===== config.mk =====
export PLATFORM = sky130hd
export DESIGN_NAME = fp_downconvert_pipe_flat
export DESIGN_NICKNAME = d
export VERILOG_FILES = /design/src/rtl/fp_downconvert_pipe_if.sv /design/src/rtl/fp_downconvert_pipe.sv /design/src/flat_wrapper.sv
export SDC_FILE = /design/constraint.sdc
export NUM_CORES = 1
export LEC_CHECK = 0
export BUFFER_PORTS_ARGS = -buffer_cell sky130_fd_sc_hd__buf_2
export CAP_MARGIN = 20
export CORE_UTILIZATION = 53
export CTS_BUF_LIST = sky130_fd_sc_hd__clkbuf_4 sky130_fd_sc_hd__clkbuf_8 sky130_fd_sc_hd__clkbuf_16
export CTS_CLUSTER_SIZE = 20
export DETAILED_ROUTE_END_ITERATION = 8
export GPL_TIMING_DRIVEN = 0
export MAX_ROUTING_LAYER = met4
export PLACE_DENSITY = 0.79
export SYNTH_ARGS = -nofsm -noshare
export SYNTH_HDL_FRONTEND = slang
export SYNTH_SLANG_ARGS = --single-unit

===== constraint.sdc =====
create_clock -name clk -period 2.85 [get_ports clk]
set_clock_uncertainty 0.1 [all_clocks]
set_input_delay 0.57 -clock clk [delete_from_list [all_inputs] [get_ports clk]]
set_output_delay 0.57 -clock clk [all_outputs]
set_load 0.02 [all_outputs]

===== src/rtl/fp_downconvert_pipe_if.sv =====
// Stream bundle for the FP mantissa down-converter: input word with rounding mode,
// output word with per-result flags.
interface fp_downconvert_pipe_if #(
    parameter int IN_W  = 12,
    parameter int OUT_W = 8
);
    logic             in_valid;
    logic             in_ready;
    logic [IN_W-1:0]  in_data;
    logic [1:0]       rnd_mode;
    logic             out_valid;
    logic             out_ready;
    logic [OUT_W-1:0] out_data;
    logic [2:0]       out_flags;

    modport master (
        output in_valid, in_data, rnd_mode, out_ready,
        input  in_ready, out_valid, out_data, out_flags
    );

    modport slave (
        input  in_valid, in_data, rnd_mode, out_ready,
        output in_ready, out_valid, out_data, out_flags
    );
endinterface


===== src/rtl/fp_downconvert_pipe.sv =====
// Two-stage floating-point mantissa narrowing (same exponent width, no rebias) with
// truncate / half-up / nearest-even rounding, overflow policy and sticky status.
module fp_downconvert_pipe #(
    parameter int IN_EXP_W  = 4,
    parameter int IN_MAN_W  = 7,
    parameter int OUT_MAN_W = 3,
    parameter int SAT       = 0
) (
    input  logic                        clk,
    input  logic                        rst_n,
    fp_downconvert_pipe_if.slave        bus,
    input  logic                        sts_clr,
    output logic [2:0]                  sts_flags,
    output logic [15:0]                 sts_count
);
    localparam int E     = IN_EXP_W;
    localparam int IM    = IN_MAN_W;
    localparam int OM    = OUT_MAN_W;
    localparam int D     = IM - OM;
    localparam int OUT_W = 1 + E + OM;

    localparam logic [E-1:0]  EXP_ONES    = '1;
    localparam logic [E-1:0]  EXP_MAX_FIN = EXP_ONES - E'(1);
    localparam logic [OM-1:0] MAN_ONES    = '1;
    localparam logic [OM-1:0] NAN_MAN     = ~(MAN_ONES >> 1);

    // ---------------- input decode ----------------
    logic          in_sign;
    logic [E-1:0]  in_exp;
    logic [IM-1:0] in_man;
    logic          guard, sticky, lsb, inc_next;

    assign in_sign = bus.in_data[IM+E];
    assign in_exp  = bus.in_data[IM +: E];
    assign in_man  = bus.in_data[IM-1:0];
    assign guard   = in_man[D-1];
    assign sticky  = |in_man[D-2:0];
    assign lsb     = in_man[D];

    always_comb begin
        inc_next = 1'b0;
        case (bus.rnd_mode)
            2'b00:   inc_next = 1'b0;
            2'b01:   inc_next = guard;
            default: inc_next = guard && (sticky || lsb);
        endcase
    end

    // ---------------- handshake ----------------
    logic s1_valid_reg, s2_valid_reg;
    logic s1_adv, s2_adv;

    assign s2_adv       = !s2_valid_reg || bus.out_ready;
    assign s1_adv       = !s1_valid_reg || s2_adv;
    assign bus.in_ready = s1_adv;

    // ---------------- stage 1: capture + rounding decision ----------------
    logic          s1_sign_reg, s1_inc_reg, s1_inexact_reg, s1_nan_reg, s1_inf_reg;
    logic [E-1:0]  s1_exp_reg;
    logic [OM-1:0] s1_man_reg;

    always_ff @(posedge clk or negedge rst_n) begin
        if (!rst_n) begin
            s1_valid_reg   <= 1'b0;
            s1_sign_reg    <= 1'b0;
            s1_exp_reg     <= '0;
            s1_man_reg     <= '0;
            s1_inc_reg     <= 1'b0;
            s1_inexact_reg <= 1'b0;
            s1_nan_reg     <= 1'b0;
            s1_inf_reg     <= 1'b0;
        end else if (s1_adv) begin
            s1_valid_reg <= bus.in_valid;
            if (bus.in_valid) begin
                s1_sign_reg    <= in_sign;
                s1_exp_reg     <= in_exp;
                s1_man_reg     <= in_man[IM-1:D];
                s1_inc_reg     <= inc_next;
                s1_inexact_reg <= guard || sticky;
                s1_nan_reg     <= (&in_exp) && (|in_man);
                s1_inf_reg     <= (&in_exp) && !(|in_man);
            end
        end
    end

    // ---------------- stage 2: result + flags ----------------
    // Exponent and mantissa are incremented as one integer so a mantissa carry
    // bumps the exponent (subnormal -> normal and normal -> overflow alike).
    logic [E+OM-1:0]  sum;
    logic [OUT_W-1:0] res_next, s2_data_reg;
    logic [2:0]       flg_next, s2_flags_reg;

    assign sum = {s1_exp_reg, s1_man_reg} + (E+OM)'(s1_inc_reg);

    always_comb begin
        res_next = {s1_sign_reg, sum};
        flg_next = {2'b00, s1_inexact_reg};
        if (s1_nan_reg) begin
            res_next = {s1_sign_reg, EXP_ONES, NAN_MAN};
            flg_next = 3'b100;
        end else if (s1_inf_reg) begin
            res_next = {s1_sign_reg, EXP_ONES, {OM{1'b0}}};
            flg_next = 3'b000;
        end else if (sum[OM +: E] == EXP_ONES) begin
            res_next = (SAT != 0) ? {s1_sign_reg, EXP_MAX_FIN, MAN_ONES}
                                  : {s1_sign_reg, EXP_ONES, {OM{1'b0}}};
            flg_next = 3'b011;
        end
    end

    always_ff @(posedge clk or negedge rst_n) begin
        if (!rst_n) begin
            s2_valid_reg <= 1'b0;
            s2_data_reg  <= '0;
            s2_flags_reg <= '0;
        end else if (s2_adv) begin
            s2_valid_reg <= s1_valid_reg;
            if (s1_valid_reg) begin
                s2_data_reg  <= res_next;
                s2_flags_reg <= flg_next;
            end
        end
    end

    assign bus.out_valid = s2_valid_reg;
    assign bus.out_data  = s2_data_reg;
    assign bus.out_flags = s2_flags_reg;

    // ---------------- status ----------------
    logic        xfer;
    logic [2:0]  sts_flags_reg, sts_flags_next;
    logic [15:0] sts_count_reg, sts_count_next;

    assign xfer = s2_valid_reg && bus.out_ready;

    // A clear in the same cycle as a transfer still records that transfer.
    always_comb begin
        sts_flags_next = sts_clr ? 3'b000 : sts_flags_reg;
        sts_count_next = sts_clr ? 16'h0000 : sts_count_reg;
        if (xfer) begin
            sts_flags_next = sts_flags_next | s2_flags_reg;
            if (sts_count_next != 16'hFFFF)
                sts_count_next = sts_count_next + 16'h0001;
        end
    end

    always_ff @(posedge clk or negedge rst_n) begin
        if (!rst_n) begin
            sts_flags_reg <= '0;
            sts_count_reg <= '0;
        end else begin
            sts_flags_reg <= sts_flags_next;
            sts_count_reg <= sts_count_next;
        end
    end

    assign sts_flags = sts_flags_reg;
    assign sts_count = sts_count_reg;
endmodule

===== src/flat_wrapper.sv =====
// flat-port wrapper written by rule: the top's interface ports become plain ports
module fp_downconvert_pipe_flat 
#(
    parameter int IN_EXP_W  = 4,
    parameter int IN_MAN_W  = 7,
    parameter int OUT_MAN_W = 3,
    parameter int SAT       = 0
)
  (clk, rst_n, sts_clr, sts_flags, sts_count, bus_in_valid, bus_in_data, bus_rnd_mode, bus_out_ready, bus_in_ready, bus_out_valid, bus_out_data, bus_out_flags);
  fp_downconvert_pipe_if bus_i ();
  input  logic clk;
  input  logic rst_n;
  input  logic sts_clr;
  output logic [2:0] sts_flags;
  output logic [15:0] sts_count;
  input wire logic [$bits(bus_i.in_valid)-1:0] bus_in_valid;
  input wire logic [$bits(bus_i.in_data)-1:0] bus_in_data;
  input wire logic [$bits(bus_i.rnd_mode)-1:0] bus_rnd_mode;
  input wire logic [$bits(bus_i.out_ready)-1:0] bus_out_ready;
  output wire logic [$bits(bus_i.in_ready)-1:0] bus_in_ready;
  output wire logic [$bits(bus_i.out_valid)-1:0] bus_out_valid;
  output wire logic [$bits(bus_i.out_data)-1:0] bus_out_data;
  output wire logic [$bits(bus_i.out_flags)-1:0] bus_out_flags;
  assign bus_i.in_valid = bus_in_valid;
  assign bus_i.in_data = bus_in_data;
  assign bus_i.rnd_mode = bus_rnd_mode;
  assign bus_i.out_ready = bus_out_ready;
  assign bus_in_ready = bus_i.in_ready;
  assign bus_out_valid = bus_i.out_valid;
  assign bus_out_data = bus_i.out_data;
  assign bus_out_flags = bus_i.out_flags;
  fp_downconvert_pipe #(.IN_EXP_W(IN_EXP_W), .IN_MAN_W(IN_MAN_W), .OUT_MAN_W(OUT_MAN_W), .SAT(SAT)) u_core (.clk(clk), .rst_n(rst_n), .bus(bus_i), .sts_clr(sts_clr), .sts_flags(sts_flags), .sts_count(sts_count));
endmodule

==> run_results.csv, run 1 <==
group,metric,value,unit
global_route,grt_max_degree,45,
route,drt-initial-drc-count,87,
route,num_vias,1811,
die,dieArea,4480,um^2
layout,area_delta_synth_final,17.6,%
setup_path,rrSetupSlack,0.57,ns
logic_synthesis,synth_top_family_by_area,"simple AND/OR/NAND/NOR gates",
timing,rsz0062_at_grt,"no",
layout,final_area,2630,um^2
placed_design,gp_congestion,0.838,
clocking,cts-resized-gates,0,
placed_design,dp.cells,320,
setup_path,worstSetupPathType,"in2reg",
die,io_pins,51,
timing,fin_crit_sh,89.5,%
global_route,grt_pass1_wl,7.33,mm
power,max-vdd-ir-drop,320,uV
timing,setup_viol,0,
timing,final_max_slew_viol_count,0,
setup_path,startpoint_type,"primary input",
clocking,clock-sinks,44,
clocking,cts_max_level,2,
logic_synthesis,muxShareOfSynthArea,7.95,%
logic_synthesis,syn_nets,243,
layout,post_layout_nonfiller_instances,327,
placed_design,place_area,2550,um^2
logic_synthesis,yosysSeqAreaShare,49.2,%
layout,largest_reg_flops,16,
timing,clock.fmax,392,MHz
setup_path,worst_setup_path_end_kind,"register",
die,initial_core_util,55.5,%
logic_synthesis,synth_seq_cells,44,
logic_synthesis,synth_adder_area_share,2.24,%
logic_synthesis,yosys_warnings,0,
clocking,cts_root_buf,"clkbuf_8",
placed_design,io_buffer_count,50,
timing,fin_crit,2.55,ns
timing,slew_headroom,35.6,%
route,drc,0,
route,viasPerCell,5.54,
die,die_y,67.0,um
power,power.leakage,1.21,nW
logic_synthesis,syn_inst,220,
clocking,cts_buffer_depth,2,
global_route,antenna_found_initial,0,
setup_path,crit_fanout,10,
global_route,grt_pass1_vias,1624,
clocking,cts_made_buffers,5,
setup_path,r2r_start,"u_core.sts_count[0]",
setup_path,crit_arrival,2.63,ns
die,core,4030,um^2
logic_synthesis,synth_simple_gate_area_share,25.0,%
logic_synthesis,synth-xor-area-share,4.31,%
logic_synthesis,ys_types,39,
logic_synthesis,synth-compound-area-share,9.51,%
route,drt-wirelength-per-cell,13.9,um
route,antenna_left,0,
clocking,clkLatencyLatePin,0.30,ns
power,powerDensity,529,nW/um^2
global_route,track_usage,23.0,%
placed_design,dp_hpwl,3.32,mm
clocking,tritoncts,"built",
run,maxCapViolations,0,
logic_synthesis,syn-cell-area,2240,um^2
clocking,ctsHoldBuffers,0,
setup_path,ff2ff_path_depth,6,
die,die_w,67.0,um
timing,hold_viol,0,
timing,tightest_slew,0.966,ns
layout,nets,300,
die,rows,23,
layout,drive_above_1_share,27.8,%
logic_synthesis,synth_area_per_cell,10.2,um^2
route,routed_wl,4.54,mm
clocking,clk_pin_slew_worst_paths,0.08,ns
hold_path,min_path_type,"in2async",
clocking,post_cts_buffers,0,
outcome,status,"complete, no violations",
route,firstDrtPassIters,4,
layout,diodes,0,
global_route,globalRouteOverflowTotal,0,
timing,tns,0,ns
setup_path,crit_required,2.93,ns
setup_path,reg2reg_to,"u_core.sts_count[15]",
## where the power goes
part / switching, mW / total, mW / leakage [nW] / internal (mW)
combinational: 0.161 / 0.270 / 0.611 / 0.109
clock: 0.202 / 0.378 / 0.0445 / 0.176
sequential: 0.0546 / 0.744 / 0.555 / 0.689
total: 0.418 / 1.39 / 1.21 / 0.974
## logic make-up after synthesis
logic type	after synthesis
AO/OA/AOI/OAI	35
AND/OR/NAND/NOR	100
multiplexers	16
buffers and inverters	10
XOR/XNOR	11
flip-flops	44
adder cells (fa/ha/maj)	4
## synthesized netlist by cell type
library cell  instances  share of area (%)
a211oi_1              2               0.67
a21bo_2               1               0.45
a21oi_1              12                2.7
a22o_1                2               0.78
a31oi_1               3               0.84
and2_1                2               0.56
and2_2                1               0.34
and3_1                2               0.56
and3_2                1               0.34
buf_2                 1               0.22
clkbuf_1              4               0.67
dfrtp_1              44                 49
ha_1                  4                2.2
inv_1                 5               0.84
mux2_1                1               0.50
mux2_2               13                6.5
mux2i_1               2               0.90
nand2_1              26                4.4
nand2b_1             10                2.8
nand3_1               6                1.3
nand3b_1              4                1.3
nand4_1               7                2.0
nand4b_1              1               0.39
nand4b_4              1                1.1
nor2_1               10                1.7
nor2b_1               9                2.5
nor3_1                5                1.1
nor4_1                7                2.0
o211ai_1              2               0.67
o21ai_0               9                2.0
o31a_1                1               0.39
o31ai_1               3                1.0
or2_2                 1               0.28
or2b_1                1               0.34
or3_1                 2               0.56
or3_4                 1               0.50
or4_1                 3                1.0
xnor2_1               7                2.7
xor2_1                4                1.6
## metrics by stage
step                      hold WS (ns)  utilization (%)  worst slack (ns)  power [mW]
after floorplan                  0.174                -             0.486       0.920
after global placement           0.349             63.3           0.00229        1.02
after detailed placement         0.357             63.3           -0.0368        1.03
after CTS                        0.358             65.3             0.279        1.41
after global routing             0.398             65.3             0.108        1.47
final                            0.321             65.3             0.300        1.39
## worst max-delay path by stage
stage,start,endpoint
after floorplan,sts_clr,u_core.sts_count[15]
after global placement,sts_clr,u_core.sts_count[15]
after detailed placement,sts_clr,u_core.sts_count[15]
after CTS,sts_clr,u_core.sts_count[15]
after global routing,sts_clr,u_core.sts_count[15]
final,sts_clr,u_core.sts_count[15]
## area by class of cell
type	count	area, um^2
Timing Repair Buffer	50	250
Clock inverter	1	5.00
Sequential cell	44	1100
Tap cell	50	62.6
Multi-Input combinational cell	166	1100
Buffer	5	20.0
Inverter	5	18.8
Clock buffer	6	76.3
Fill cell	349	1400
## per-layer routing
layer	vias up	share of wire (%)	global-route usage [%]
met5	-	0	-
met4	0	1.1	9.04
met3	5	4.4	5.48
met2	46	50	38.8
met1	862	45	26.3
li1	898	-	-
## worst max-delay path, stage by stage
cell,delay [ns]
buf_2,0.17
clkbuf_1,0.38
nor2b_1,0.14
ha_1,0.24
nand4_1,0.18
nor4_1,0.11
or4_1,0.52
mux2_1,0.33
## cell usage in the layout, fill, tap and decap left out, types with 4 or more instances in the layout
cell      instances
xnor2_1           7
clkbuf_1          4
nor2b_1           9
nor2_1           10
o21ai_0           9
nand2_1          26
inv_1             5
mux2_2           13
nor4_1            7
nand2b_1         10
clkbuf_8          5
nand3b_1          4
nand4_1           7
a21oi_1          12
buf_2            51
ha_1              4
nand3_1           6
xor2_1            4
dfrtp_1          44
nor3_1            5
Power figures use the tool's default switching activity.
==> run 2, diff against run 1 <==
ABC_AREA = 1   (was default)
CORE_UTILIZATION = 54   (was 53)
CTS_CLUSTER_DIAMETER = 200   (was default)
==> run 2 against run 1 <==
Net effect: clock power is 25% higher; design area is 8.0% higher; non-clock buffer count stayed put; area after synthesis is 8.3% higher; sequential power is 3.2% higher; register-to-register slack better by 0.42 ns; final cell count is 30% higher; hold slack worse by 0.0056 ns; maximum frequency is 17% higher; via count is 22% higher; count of clock-buffer cells in the layout stayed put; global-route usage is 2.5 points higher.
==> run_results.csv, run 2 <==
group,metric,value,unit
setup_path,worstSetupPathType,"in2reg",
logic_synthesis,ys_types,30,
layout,nets,397,
setup_path,crit_required,2.95,ns
setup_path,critical-path-top-delay-family,"simple AND/OR/NAND/NOR gates",
clocking,tritoncts,"built",
clocking,clkLatencyLatePin,0.30,ns
die,initial_core_util,58.5,%
logic_synthesis,synth_area_per_cell,7.62,um^2
die,die_w,69.0,um
power,max-vdd-ir-drop,408,uV
layout,drive_above_1_share,22.1,%
timing,rsz0062_at_grt,"no",
setup_path,crit_chain,"buf_6, clkinv_4, buf_2, nand2_1, inv_1, ha_1, nand2_1, nor2_2, nand3_1, nor3_2, nand3_1, nand2_1, nand2_1",
logic_synthesis,synth_common_cells,"98 x nand2_1, 44 x dfrtp_1, 41 x inv_1",
timing,fin_crit,2.19,ns
logic_synthesis,synth_enable_flop_cells,0,
logic_synthesis,syn-cell-area,2420,um^2
power,powerDensity,567,nW/um^2
layout,fillCellCount,364,
layout,layout_commonest_cell,"nand2_1",
timing,setup_viol,0,
layout,largest_reg_flops,16,
logic_synthesis,synth-compound-area-share,7.85,%
timing,hold_viol,0,
global_route,grtUsageMet1,27.7,%
setup_path,worst_setup_path_end_kind,"register",
global_route,met3_usage,3.95,%
setup_path,worst-path-buf-inv,4,
clocking,cts-resized-gates,0,
die,die_y,69.0,um
timing,hold_ws,0.315,ns
route,viasPerCell,5.21,
global_route,grt_max_degree,45,
route,firstDrtPassIters,4,
layout,diodes,0,
timing,slew_headroom,36.2,%
logic_synthesis,synth_adder_area_share,2.07,%
global_route,track_usage,25.5,%
logic_synthesis,syn_nets,341,
logic_synthesis,synth_seq_cells,44,
clocking,cts_made_buffers,5,
route,num_vias,2213,
die,io_pins,51,
layout,final_cell_mix,"98 x nand2_1, 52 x buf_2, 44 x dfrtp_1",
timing,fin_crit_sh,76.7,%
route,drt-initial-drc-count,132,
layout,area_delta_synth_final,17.3,%
route,drt-wirelength-per-cell,12.2,um
logic_synthesis,muxShareOfSynthArea,0,%
logic_synthesis,synth_top_area_share,45.5,%
timing,tightest_slew,0.957,ns
clocking,cts_max_level,2,
clocking,cts_buffer_depth,2,
route,drc,0,
setup_path,crit_top_cell,"nand2_1",
hold_path,min_path_type,"in2async",
setup_path,critPathMaxStageDelay,0.24,ns
logic_synthesis,syn_inst,318,
clocking,cts_root_buf,"clkbuf_8",
logic_synthesis,synth.most_common_cell,"nand2_1",
layout,finalCoreUtilization,68.6,%
global_route,globalRouteOverflowTotal,0,
setup_path,crit_fanout,10,
die,core,4140,um^2
placed_design,detailedPlace.worstSlack,0.325,ns
die,rows,23,
clocking,clk_pin_slew_worst_paths,0.08,ns
logic_synthesis,synth_top_family_by_area,"simple AND/OR/NAND/NOR gates",
logic_synthesis,yosys_warnings,0,
placed_design,dp_hpwl,3.94,mm
timing,clock.fmax,457,MHz
logic_synthesis,synthArstFlopShare,100,%
logic_synthesis,synth-xor-area-share,2.17,%
die,dieArea,4760,um^2
timing,final_max_slew_viol_count,0,
global_route,met2_usage,45.3,%
route,routed_wl,5.16,mm
setup_path,crit_slowest_cell,"nor3_2",
global_route,grt_pass1_vias,2003,
global_route,grt_pass1_wl,8.52,mm
logic_synthesis,yosysSeqAreaShare,45.5,%
setup_path,startpoint_type,"primary input",
global_route,busiest_layer,"met2",
clocking,post_cts_buffers,0,
timing,finalWorstSetupSlack,0.663,ns
logic_synthesis,synth_simple_gate_area_share,33.9,%
setup_path,crit_arrival,2.28,ns
placed_design,io_buffer_count,49,
global_route,antenna_found_initial,0,
timing,tns,0,ns
power,fin_total_pwr,1.61,mW
clocking,ctsHoldBuffers,0,
outcome,status,"complete, no violations",
clocking,clock-sinks,44,
run,maxCapViolations,0,
logic_synthesis,synthTopCellsByArea,"dfrtp_1 45%, nand2_1 15%, inv_1 6.4%",
logic_synthesis,yosysTopAreaCell,"dfrtp_1",
placed_design,gp_congestion,0.935,
route,antenna_left,0,
logic_synthesis,ys.flop_type,"dfrtp_1",
power,power.leakage,1.47,nW
-- run 2: changes by cell type after synthesis, moves of 9 or more --
cell	delta
nand3_1	+22
o21ai_0	+10
nor2b_1	-9
nand2_1	+72
mux2_2	-13
inv_1	+36
nor2_1	+16
nand2b_1	-10
a21oi_1	-10
-- run 2: logic make-up (layout without fill, tap and decap cells) --
group           after synthesis  in the layout
simple gates                182            182
fa+ha+maj                     4              4
flops                        44             44
compound gates               33             33
xor+xnor                      6              6
buf+inv                      49            106
-- run 2: power breakdown --
group	switching, mW	internal, mW	total (mW)
sequential	0.0582	0.710	0.768
combinational	0.244	0.123	0.368
clock	0.205	0.270	0.474
-- run 2: final cells by class --
class | count | area [um^2] | area share (%)
Buffer | 6 | 41.3 | 1.45
Clock buffer | 6 | 76.3 | 2.69
Clock inverter | 2 | 35.0 | 1.23
Inverter | 43 | 166 | 5.86
Multi-Input combinational cell | 225 | 1110 | 39.2
Sequential cell | 44 | 1100 | 38.7
Tap cell | 50 | 62.6 | 2.20
Timing Repair Buffer | 49 | 245 | 8.63
-- run 2: worst paths after layout --
kind / slack (ns) / start / to / cells past startpoint
worst max-delay path: 0.66 / sts_clr / u_core.sts_count[14] / 13
worst min-delay path: 0.32 / rst_n / u_core.sts_count[1] / 1
worst max register to register: 0.99 / u_core.sts_count[0] / u_core.sts_count[14] / 10
worst min register to register: 0.38 / u_core.s1_sign_reg / u_core.bus.out_data[7] / 2
max in group asynchronous: 1.73 / rst_n / u_core.bus.out_data[3] / 1
min in group clk: 0.36 / bus_in_data[11] / u_core.s1_sign_reg / 3
-- run 2: routing by layer --
layer | wire, um | vias to the layer above
li1 | - | 1129
met3 | 198 | 11
met5 | 0 | -
met4 | 100 | 0
met2 | 2680 | 56
met1 | 2180 | 1017
-- run 2: stage by stage --
| stage | area, um^2 | std cells |
|---|---|---|
| finish | 2840 | 425 |
| global route | 2840 | 425 |
| CTS | 2840 | 425 |
| detailed placement | 2730 | 417 |
| global placement | 2730 | 417 |
| floorplan | 2420 | 318 |
